--- config.mk ---
export PLATFORM = sky130hd
export DESIGN_NAME = display_pixel_serializer
export DESIGN_NICKNAME = d
export VERILOG_FILES = /design/src/rtl/display_pixel_serializer.sv
export SDC_FILE = /design/constraint.sdc
export NUM_CORES = 1
export LEC_CHECK = 0
export CAP_MARGIN = 30
export CORE_ASPECT_RATIO = 0.8
export CORE_UTILIZATION = 56
export CTS_CLUSTER_DIAMETER = 50
export DETAILED_ROUTE_END_ITERATION = 8
export GPL_TIMING_DRIVEN = 0
export PLACE_DENSITY_LB_ADDON = 0.05
export SYNTH_ARGS = -nofsm -noshare
export SYNTH_HDL_FRONTEND = slang
export SYNTH_SLANG_ARGS = --single-unit
--- constraint.sdc ---
create_clock -name aclk -period 4.95 [get_ports aclk]
set_input_delay 0.99 -clock aclk [delete_from_list [all_inputs] [get_ports aclk]]
set_output_delay 0.99 -clock aclk [all_outputs]
set_load 0.05 [all_outputs]
--- src/rtl/display_pixel_serializer.sv ---
// Wide framebuffer beat to single-pixel AXI stream serializer with frame-boundary tracking.
// Each beat is buffered whole and emitted one pixel at a time, pixel 0 from the low bits first.
module display_pixel_serializer #(
    parameter int IN_WIDTH     = 64,
    parameter int PIXEL_WIDTH  = 16,
    parameter int FRAME_PIXELS = 153600
) (
    input  logic                   aclk,
    input  logic                   reset,
    input  logic                   s_axis_tvalid,
    output logic                   s_axis_tready,
    input  logic                   s_axis_tlast,
    input  logic [IN_WIDTH-1:0]    s_axis_tdata,
    output logic                   m_axis_tvalid,
    input  logic                   m_axis_tready,
    output logic                   m_axis_tlast,
    output logic [PIXEL_WIDTH-1:0] m_axis_tdata,
    output logic                   frame_error
);

    localparam int N     = IN_WIDTH / PIXEL_WIDTH;
    localparam int IDX_W = (N > 2) ? $clog2(N) : 1;
    localparam int CNT_W = (FRAME_PIXELS > 2) ? $clog2(FRAME_PIXELS) : 1;
    localparam logic [IDX_W-1:0] IDX_LAST = IDX_W'(N - 1);
    localparam logic [CNT_W-1:0] CNT_LAST = CNT_W'(FRAME_PIXELS - 1);

    function automatic logic [PIXEL_WIDTH-1:0] pixel_at(
        input logic [IN_WIDTH-1:0] beat,
        input logic [IDX_W-1:0]    sel
    );
        logic [PIXEL_WIDTH-1:0] pix;
        pix = {PIXEL_WIDTH{1'b0}};
        for (int i = 0; i < N; i++) begin
            pix = pix | ({PIXEL_WIDTH{sel == IDX_W'(i)}} & beat[i*PIXEL_WIDTH +: PIXEL_WIDTH]);
        end
        return pix;
    endfunction

    logic [IN_WIDTH-1:0]    beat_r;
    logic                   beat_valid_r;
    logic                   beat_last_r;
    logic [IDX_W-1:0]       idx_r;
    logic [CNT_W-1:0]       cnt_r;
    logic [PIXEL_WIDTH-1:0] tdata_r;
    logic                   tlast_r;
    logic                   frame_error_r;

    logic                   beat_end_s;
    logic                   s_ready_s;
    logic                   xfer_s;
    logic                   accept_s;
    logic [IN_WIDTH-1:0]    beat_nxt_s;
    logic                   beat_valid_nxt_s;
    logic                   beat_last_nxt_s;
    logic [IDX_W-1:0]       idx_nxt_s;
    logic [CNT_W-1:0]       cnt_nxt_s;
    logic                   tlast_nxt_s;
    logic                   frame_error_nxt_s;

    // Next-state computation; outputs are registered from the next-state values.
    always_comb begin
        beat_end_s        = (idx_r == IDX_LAST);
        s_ready_s         = !beat_valid_r || (m_axis_tready && beat_end_s);
        xfer_s            = beat_valid_r && m_axis_tready;
        accept_s          = s_axis_tvalid && s_ready_s;
        beat_nxt_s        = beat_r;
        beat_valid_nxt_s  = beat_valid_r;
        beat_last_nxt_s   = beat_last_r;
        idx_nxt_s         = idx_r;
        cnt_nxt_s         = cnt_r;
        frame_error_nxt_s = 1'b0;

        if (xfer_s) begin
            cnt_nxt_s = tlast_r ? {CNT_W{1'b0}} : (cnt_r + CNT_W'(1));
            frame_error_nxt_s = beat_last_r && beat_end_s && (cnt_r != CNT_LAST);
            if (beat_end_s) begin
                idx_nxt_s        = {IDX_W{1'b0}};
                beat_valid_nxt_s = 1'b0;
            end else begin
                idx_nxt_s = idx_r + IDX_W'(1);
            end
        end else begin
            cnt_nxt_s = cnt_r;
        end

        // A beat is only accepted with idx already at 0 (empty buffer or final pixel leaving).
        if (accept_s) begin
            beat_nxt_s       = s_axis_tdata;
            beat_last_nxt_s  = s_axis_tlast;
            beat_valid_nxt_s = 1'b1;
        end else begin
            beat_nxt_s = beat_nxt_s;
        end

        tlast_nxt_s = beat_valid_nxt_s &&
                      ((cnt_nxt_s == CNT_LAST) || (beat_last_nxt_s && (idx_nxt_s == IDX_LAST)));
    end

    // State and output registers.
    always_ff @(posedge aclk) begin
        if (reset) begin
            beat_r        <= {IN_WIDTH{1'b0}};
            beat_valid_r  <= 1'b0;
            beat_last_r   <= 1'b0;
            idx_r         <= {IDX_W{1'b0}};
            cnt_r         <= {CNT_W{1'b0}};
            tdata_r       <= {PIXEL_WIDTH{1'b0}};
            tlast_r       <= 1'b0;
            frame_error_r <= 1'b0;
        end else begin
            beat_r        <= beat_nxt_s;
            beat_valid_r  <= beat_valid_nxt_s;
            beat_last_r   <= beat_last_nxt_s;
            idx_r         <= idx_nxt_s;
            cnt_r         <= cnt_nxt_s;
            tdata_r       <= pixel_at(beat_nxt_s, idx_nxt_s);
            tlast_r       <= tlast_nxt_s;
            frame_error_r <= frame_error_nxt_s;
        end
    end

    assign s_axis_tready = s_ready_s;
    assign m_axis_tvalid = beat_valid_r;
    assign m_axis_tdata  = tdata_r;
    assign m_axis_tlast  = tlast_r;
    assign frame_error   = frame_error_r;

endmodule

# --- Yosys cells after proc, flatten, opt, wreduce, memory -nomap -nowiden ---
# Index checks and enable logic that the tools add are counted.
op_classes:
  add_sub_neg: 2
  n_eq_ne: 6
  mux: 9
  n_bitwise: 8
  n_reduce_logical: 12
ops:
  columns: ["cell", "count"]
  rows:
  - ["AND 16 bit", 4]
  - ["two-way mux 64 bit", 1]
  - ["OR 16 bit", 3]
  - ["two-way mux 18 bit", 2]
  - ["adder 18 x 1 -> 18 bit (second input constant)", 1]
  - ["== test 18 bit (second input constant)", 1]
  - ["!= test 18 bit (second input constant)", 1]
  - ["logical AND 1 bit", 7]
  - ["== test 2 bit (second input constant)", 3]
  - ["two-way mux 1 bit", 4]
  - ["two-way mux 2 bit", 2]
  - ["adder 2 x 1 -> 2 bit (second input constant)", 1]
  - ["== test 2 x 1 -> 1 bit (second input constant)", 1]
  - ["logical NOT 2 bit", 1]
  - ["logical OR 1 bit", 2]
  - ["OR reduction 2 bit", 1]
  - ["logical NOT 1 bit", 1]
  - ["inverter 1 bit", 1]
totals:
  ff_bits: 104
  in_bits: 69
  out_inout_bits: 20
  elab_cells: 45

# --- Depth between registers and ports, before layout ---
# Gate-level depths: netlist of the first run.
depth:
  ltp_word: 9
  mapped_depth: 9
  mapped_depth_nobuf: 7

# --- Worst setup path before layout of the first run ---
# Ideal clock, no wire load.
synth_timing:
  kind: "input -> register"
  from: "in m_axis_tready"
  to: "reg tdata_r[14] (netlist: m_axis_tdata[14])"
  setup_time_ns: 0.128
  t_arrival_ns: 2.336
  required_ns: 4.822
  path_slack_ns: 2.487
  cell_stages: 6
  cell_sequence: "a21bo_2 > nand2_4 > buf_4 > mux4_2 > mux2i_1 > nor2_1"
synth_between:
  elab_chain_len: 8
  elab_cells_between_ends: 17
synth_rtl:
  columns: ["element", "line_no", "text"]
  rows:
  - ["start: declaration", "15", "input logic m_axis_tready,"]
  - ["logical AND 1 bit", "63", "s_ready_s = !beat_valid_r || (m_axis_tready && beat_end_s);"]
  - ["logical OR 1 bit", "63", null]
  - ["logical AND 1 bit", "65", "accept_s = s_axis_tvalid && s_ready_s;"]
  - ["two-way mux 64 bit", "87", "if (accept_s) begin"]
  - ["AND 16 bit", "34", "pix = pix | ({PIXEL_WIDTH{sel == IDX_W'(i)}} & beat[i*PIXEL_WIDTH +: PIXEL_WIDTH]);"]
  - ["OR 16 bit (2 in series)", "34", null]
  - ["OR 16 bit (*)", "34", null]
  - ["end signal: assignment", "107", "tdata_r <= {PIXEL_WIDTH{1'b0}};"]
  - ["end signal: assignment", "116", "tdata_r <= pixel_at(beat_nxt_s, idx_nxt_s);"]
  - ["end: declaration", "44", "logic [PIXEL_WIDTH-1:0] tdata_r;"]
# Every way passes the cells marked *; elsewhere a longest branch is shown, timed or not.
# A chain may end at the register's enable or synchronous reset.

# --- Worst setup path in the final report of the first run ---
layout_timing:
  from: "in m_axis_tready"
  to: "out s_axis_tready"
layout_between:
  elab_chain_len: 2
layout_rtl:
  columns: ["element", "line_no", "text"]
  rows:
  - ["logical AND 1 bit", "63", null]
  - ["logical OR 1 bit", "63", null]
  - ["end: declaration", "11", "output logic s_axis_tready,"]
# Every way passes these cells.

==> impl_metrics.tcl, run 1 <==
set metrics [dict create \
    die-area_sq_um 8911 \
    synth-main-ff-cell "dfxtp_1" \
    synth_commonest_cells "nand2_1, dfxtp_1, a21oi_1, mux4_2, nor2_1" \
    place.gp.congestion 0.8947 \
    dp.cells 729 \
    final_hold_viol_count 0 \
    p_leak_nw 2.183 \
    finClkSkew_ns 0.006370 \
    post-synth-top-count-cell "nand2_1" \
    syn_to_final_growth_pct 25.10 \
    place_hpwl_microns 9957 \
    criticalPathCategory "in2out" \
    ys_seq_elements 104 \
    async_flop_share_pct 0 \
    finalNonFillerCells 743 \
    cp.arrival_ns 2.61 \
    synth_area_leaders "dfxtp_1, mux4_2, nand2_1" \
    cts_root_buf "clkbuf_8" \
    wl_per_cell_microns 18.19 \
    nets 703 \
    max_cap_viol_count 0 \
    grt_pass1_wl_microns 21540 \
    grt_max_degree 16 \
    num-fill-cells 604 \
    finalCriticalPeriod_ns 3.595 \
    setup_ws_ns 1.355 \
    p_per_area_nw_per_um2 296.1 \
    clkLatencyLatePin_ns 0.36 \
    synth_warnings 0 \
    finalMaxSlewViolations 0 \
    antenna_found_initial 0 \
    wirelength_microns 13520 \
    die_w_microns 105.3 \
    track_usage_pct 31.59 \
    cp-start-kind "input port" \
    rsz0062_at_grt "false" \
    postSynthCellCount 534 \
    seq_area_sq_um 2082 \
    synth_enable_flop_cells 0 \
    core_area_sq_um 8092 \
    cts.path.max_buffers 2 \
    ant_nets 0 \
    path_clk_slew_ns 0.09 \
    core.rowCount 29 \
    path_cells "clkdlybuf4s50_1 > a21bo_2 > clkdlybuf4s50_1" \
    via_per_inst 5.969 \
    cpMostUsedCell "clkdlybuf4s50_1" \
    cts_setup_buffers 0 \
    cts_made_buffers 9 \
    synth.top_cell.area_share_pct 43.56 \
    slowest_stage "clkdlybuf4s50_1" \
    post_cts_resized 0 \
    setup_viol_count_final 0 \
    cts_hold_buffers 0 \
    drtIter0Drc 358 \
    die_height_microns 84.63 \
    multiInputGateArea_sq_um 2505 \
    cts_sinks 104 \
    grt_pass1_vias 4323 \
    tns_ns 0 \
    drc_errors 0 \
    ir_drop_mv 0.1726 \
    synth_area_sq_um 4780 \
    fin_crit_sh_pct 72.63 \
    yosysSeqAreaShare_pct 43.56 \
    antenna_cells 0 \
    critPathRequiredTime_ns 3.96 \
    firstDrtPassIters 5 \
    hold_path_class "reg2reg" \
    vias 4435 \
    ios 89 \
    synth_cell_type_count 47 \
    worst_slew_pin_slew_ns 0.7459 \
    synth.avg_cell_area_sq_um 8.951 \
    grt-ovfl-total 0 \
    slew_headroom_pct 49.29 \
    numPortBuffers 87 \
    drive_above_1_share_pct 11.65 \
    htreeDepth 3 \
    cp_max_fo 5 \
    slowest_delay_ns 0.82 \
    crit_path_end_kind "output port" \
    syn_nets 605 \
    tritoncts "done" \
    outcome "finished, final reports clean" \
    initial_core_util_pct 59.07 \
    post-synth-top-area-cell "dfxtp_1" \
    dp_worst_setup_slack_ns 1.375 \
    max_freq_mhz 278.1 \
]
state kept, by name, summed over array words and instances (netlist names):
signal	count
beat_r	64
cnt_r	18
m_axis_tdata	16
idx_r	2
beat_last_r	1
frame_error	1
m_axis_tlast	1
m_axis_tvalid	1
layer usage:
metal	up-vias	track usage (%)	part of all wire, %
met5	-	0	0
met4	0	7.810	1.1
met2	258	48.33	45
li1	2034	-	-
met3	20	6.988	10
met1	2123	45.64	44
area by class of cell:
class,instances,area share (%)
inverter,3,0.1883
multi-input combinational,390,41.89
clock inverter,3,0.7114
timing repair buffer,87,14.56
clock buffer,11,2.532
sequential,104,34.82
tap,108,2.260
buffer,37,3.034
where the power goes:
group	internal [W]	switching (W)
clock	0.000255	0.000277
combinational	0.000154	0.000185
sequential	0.000878	0.0000206
path summary, 6_finish.rpt:
kind,startpoint,end,slack (ns),cells after the start
worst max register to register,cnt_r[1]$_SDFF_PP0_,m_axis_tlast$_SDFF_PP0_,2.55,7
worst max-delay path,m_axis_tready,s_axis_tready,1.35,3
worst min-delay path,beat_r[4]$_SDFF_PP0_,beat_r[4]$_SDFF_PP0_,0.46,2
worst min register to register,beat_r[4]$_SDFF_PP0_,beat_r[4]$_SDFF_PP0_,0.46,2
cell usage in the layout, fill, tap and decap left out, types with 2 or more instances in the layout:
| cell | n |
|---|---|
| nand2_1 | 164 |
| dfxtp_1 | 104 |
| clkdlybuf4s50_1 | 87 |
| a21oi_1 | 80 |
| mux4_2 | 30 |
| nor2_1 | 27 |
| clkbuf_1 | 14 |
| buf_2 | 12 |
| xor2_1 | 12 |
| clkbuf_8 | 11 |
| mux2i_1 | 9 |
| nand3_1 | 8 |
| nand4_1 | 6 |
| o21ai_0 | 6 |
| buf_1 | 5 |
| nand4b_1 | 5 |
| nor3_1 | 4 |
| xnor2_1 | 4 |
| buf_4 | 3 |
| nor4_1 | 3 |
| inv_1 | 3 |
| and2_1 | 2 |
| buf_6 | 2 |
| nand2_2 | 2 |
| a21o_1 | 2 |
| nand3b_1 | 2 |
| or4_1 | 2 |
| ha_1 | 2 |
cell families (layout without fill, tap and decap cells):
family                   Yosys count  in the layout  synth area share [%]
AND/OR/NAND/NOR                  236            236                 21.99
flip-flops                       104            104                 43.56
AO/OA/AOI/OAI                     96             96                 10.65
XOR/XNOR                          16             16                 2.932
multiplexers                      40             40                 16.31
buffers and inverters             40            141                 4.031
adder cells (fa/ha/maj)            2              2                0.5235
stage by stage:
step,area [sq um],total power (W),util (%),hold slack [ns]
floorplan,4780,0.001111,-,0.4332
global placement,5786,0.001241,71.50,0.4382
detailed placement,5786,0.001251,71.50,0.4445
CTS,5979,0.001769,73.90,0.4577
global route,5979,0.001837,73.90,0.4780
finish,5979,0.001771,73.90,0.4575
worst max-delay path: cells and delay by family:
kind                   cells  cell delay [ns]
AO/OA/AOI/OAI              1             0.23
buffers and inverters      2             1.38
No activity file was read; power rests on OpenSTA's default activity.
==> run 2, diff against run 1 <==
--- a/config.mk
+++ b/config.mk
@@ -7,7 +7,7 @@
 export LEC_CHECK = 0
 export CAP_MARGIN = 30
 export CORE_ASPECT_RATIO = 0.8
-export CORE_UTILIZATION = 56
+export CORE_UTILIZATION = 52
 export CTS_CLUSTER_DIAMETER = 50
 export DETAILED_ROUTE_END_ITERATION = 8
 export GPL_TIMING_DRIVEN = 0
==> constraint.sdc (replaced) <==
create_clock -name aclk -period 3.64 [get_ports aclk]
set_input_delay 0.728 -clock aclk [delete_from_list [all_inputs] [get_ports aclk]]
set_output_delay 0.728 -clock aclk [all_outputs]
set_load 0.05 [all_outputs]
==> run 2 against run 1 <==
Net effect:
- sequential power rose by 36%
- global-route usage decreased by 1.9 points
- power increased by 50%
- hold slack got worse by 0.0069 ns
- clock power increased by 84%
- clock skew about the same
- die area grew 7.5%
- critical endpoint unchanged
==> impl_metrics.tcl, run 2 (synthesis results as in run 1) <==
set metrics [dict create \
    outcome "finished, final reports clean" \
    p_comb_share_pct 17.2 \
    cts_setup_buffers 0 \
    die-area_sq_um 9581 \
    core.rowCount 30 \
    seq_power_share_pct 46.0 \
    cpMostUsedCell "clkdlybuf4s50_1" \
    core_area_sq_um 8708 \
    place_hpwl_microns 9819 \
    max_freq_mhz 323.1 \
    criticalPathCategory "in2out" \
    tns_ns 0 \
    tritoncts "done" \
    initial_core_util_pct 54.89 \
    p_int_w 0.001973 \
    final_hold_viol_count 0 \
    grt-ovfl-total 0 \
    track_usage_pct 29.69 \
    vias 4357 \
    setup_viol_count_final 0 \
    grt_pass1_vias 4067 \
    slowest_delay_ns 0.83 \
    place.gp.congestion 0.9173 \
    die_w_microns 109.2 \
    rsz0062_at_grt "false" \
    nets 703 \
    post_cts_resized 0 \
    drc_errors 0 \
    syn_to_final_growth_pct 27.41 \
    ios 89 \
    fin_crit_sh_pct 85.03 \
    hold_path_class "reg2reg" \
    path_clk_slew_ns 0.06 \
    final_cell_mix "nand2_1, dfxtp_1, clkdlybuf4s50_1" \
    slowest_stage "clkdlybuf4s50_1" \
    die_height_microns 87.75 \
    wl_per_cell_microns 18.08 \
    numPortBuffers 87 \
    htreeDepth 3 \
    num-fill-cells 702 \
    cp-start-kind "input port" \
    grt_pass1_wl_microns 20840 \
    finClkSkew_ns 0.006347 \
    drtIter0Drc 250 \
    cts.path.max_buffers 2 \
    firstDrtPassIters 4 \
    path_cells "clkdlybuf4s50_1 > a21bo_2 > clkdlybuf4s50_1" \
    power_w 0.002659 \
    largest_reg_flops 64 \
    ant_nets 0 \
    p_per_area_nw_per_um2 436.6 \
    cts_root_buf "clkbuf_16" \
    pwr-share-clk_pct 36.8 \
    finalCriticalPeriod_ns 3.095 \
    ir_drop_mv 0.2886 \
    cts_made_buffers 9 \
    largest-register "beat_r" \
    cts_sinks 104 \
    via_per_inst 5.825 \
    worst_slew_pin_slew_ns 0.7724 \
    antenna_found_initial 0 \
    final_common_cell "nand2_1" \
    slew_headroom_pct 47.49 \
    crit_path_end_kind "output port" \
    cp_max_fo 5 \
    drive_above_1_share_pct 11.48 \
    critPathRequiredTime_ns 2.91 \
    antenna_cells 0 \
    cp.arrival_ns 2.37 \
    switching_share_pct 25.78 \
    wirelength_microns 13520 \
    finalMaxSlewViolations 0 \
    p_leak_nw 2.232 \
    grt_max_degree 16 \
    clkLatencyLatePin_ns 0.35 \
    max_cap_viol_count 0 \
    cts_hold_buffers 0 \
    power.switching_w 0.0006853 \
]
-- run 2: cell count changes in the layout (fill, tap and decap cells not counted) --
cell,before,now
clkinv_4,0,1
clkbuf_16,0,9
clkbuf_8,11,2
clkbuf_1,14,16
clkinvlp_4,1,0
clkinv_2,1,0
-- run 2: power groups by stage --
stage,registers [W],clock network (W),logic [W]
2_1_floorplan,0.00129,0,0.000218
3_3_place_gp,0.00124,0,0.000446
3_5_place_dp,0.00125,0,0.000452
4_1_cts,0.00122,0.000988,0.000454
5_1_grt,0.00123,0.00104,0.000484
6_report,0.00122,0.000979,0.000457
-- run 2: area by class of cell --
type / count / area, sq um / area share, %
Multi-Input combinational cell: 390 / 2505 / 41.13
Tap cell: 112 / 140.1 / 2.301
Clock inverter: 2 / 38.79 / 0.6369
Clock buffer: 13 / 260.3 / 4.274
Buffer: 37 / 181.4 / 2.979
Sequential cell: 104 / 2082 / 34.19
Timing Repair Buffer: 87 / 870.8 / 14.30
Inverter: 3 / 11.26 / 0.1849
-- run 2: final timing paths --
path	depth (start not counted)	to	from	slack (ns)
hold / removal	2	beat_r[4]$_SDFF_PP0_	beat_r[4]$_SDFF_PP0_	0.45
setup / recovery	3	s_axis_tready	m_axis_tready	0.54
setup reg to reg	7	m_axis_tlast$_SDFF_PP0_	cnt_r[1]$_SDFF_PP0_	1.18
hold reg to reg	2	beat_r[4]$_SDFF_PP0_	beat_r[4]$_SDFF_PP0_	0.45
-- run 2: worst max-delay path, delay by kind of cell --
| family | cells | cell delay [ns] |
|---|---|---|
| buf+inv | 2 | 1.41 |
| compound gates | 1 | 0.23 |
-- run 2: routing by layer --
layer	vias to the layer above	part of all wire (%)	track usage, %
met5	-	0	0
met4	0	0.84	7.152
met3	13	8.9	6.473
met2	202	44	44.43
met1	2102	47	43.84
li1	2040	-	-
-- run 2: metrics by stage --
step	instance area (sq um)	util [%]	hold WS (ns)	instances	worst slack (ns)
final	6090	69.93	0.4506	748	0.5448
after global routing	6090	69.93	0.4713	748	0.5186
after CTS	6090	69.93	0.4529	748	0.5567
after detailed placement	5791	66.49	0.4437	733	0.5599
after global placement	5791	66.49	0.4382	733	0.5770
after floorplan	4780	-	0.4332	534	1.401
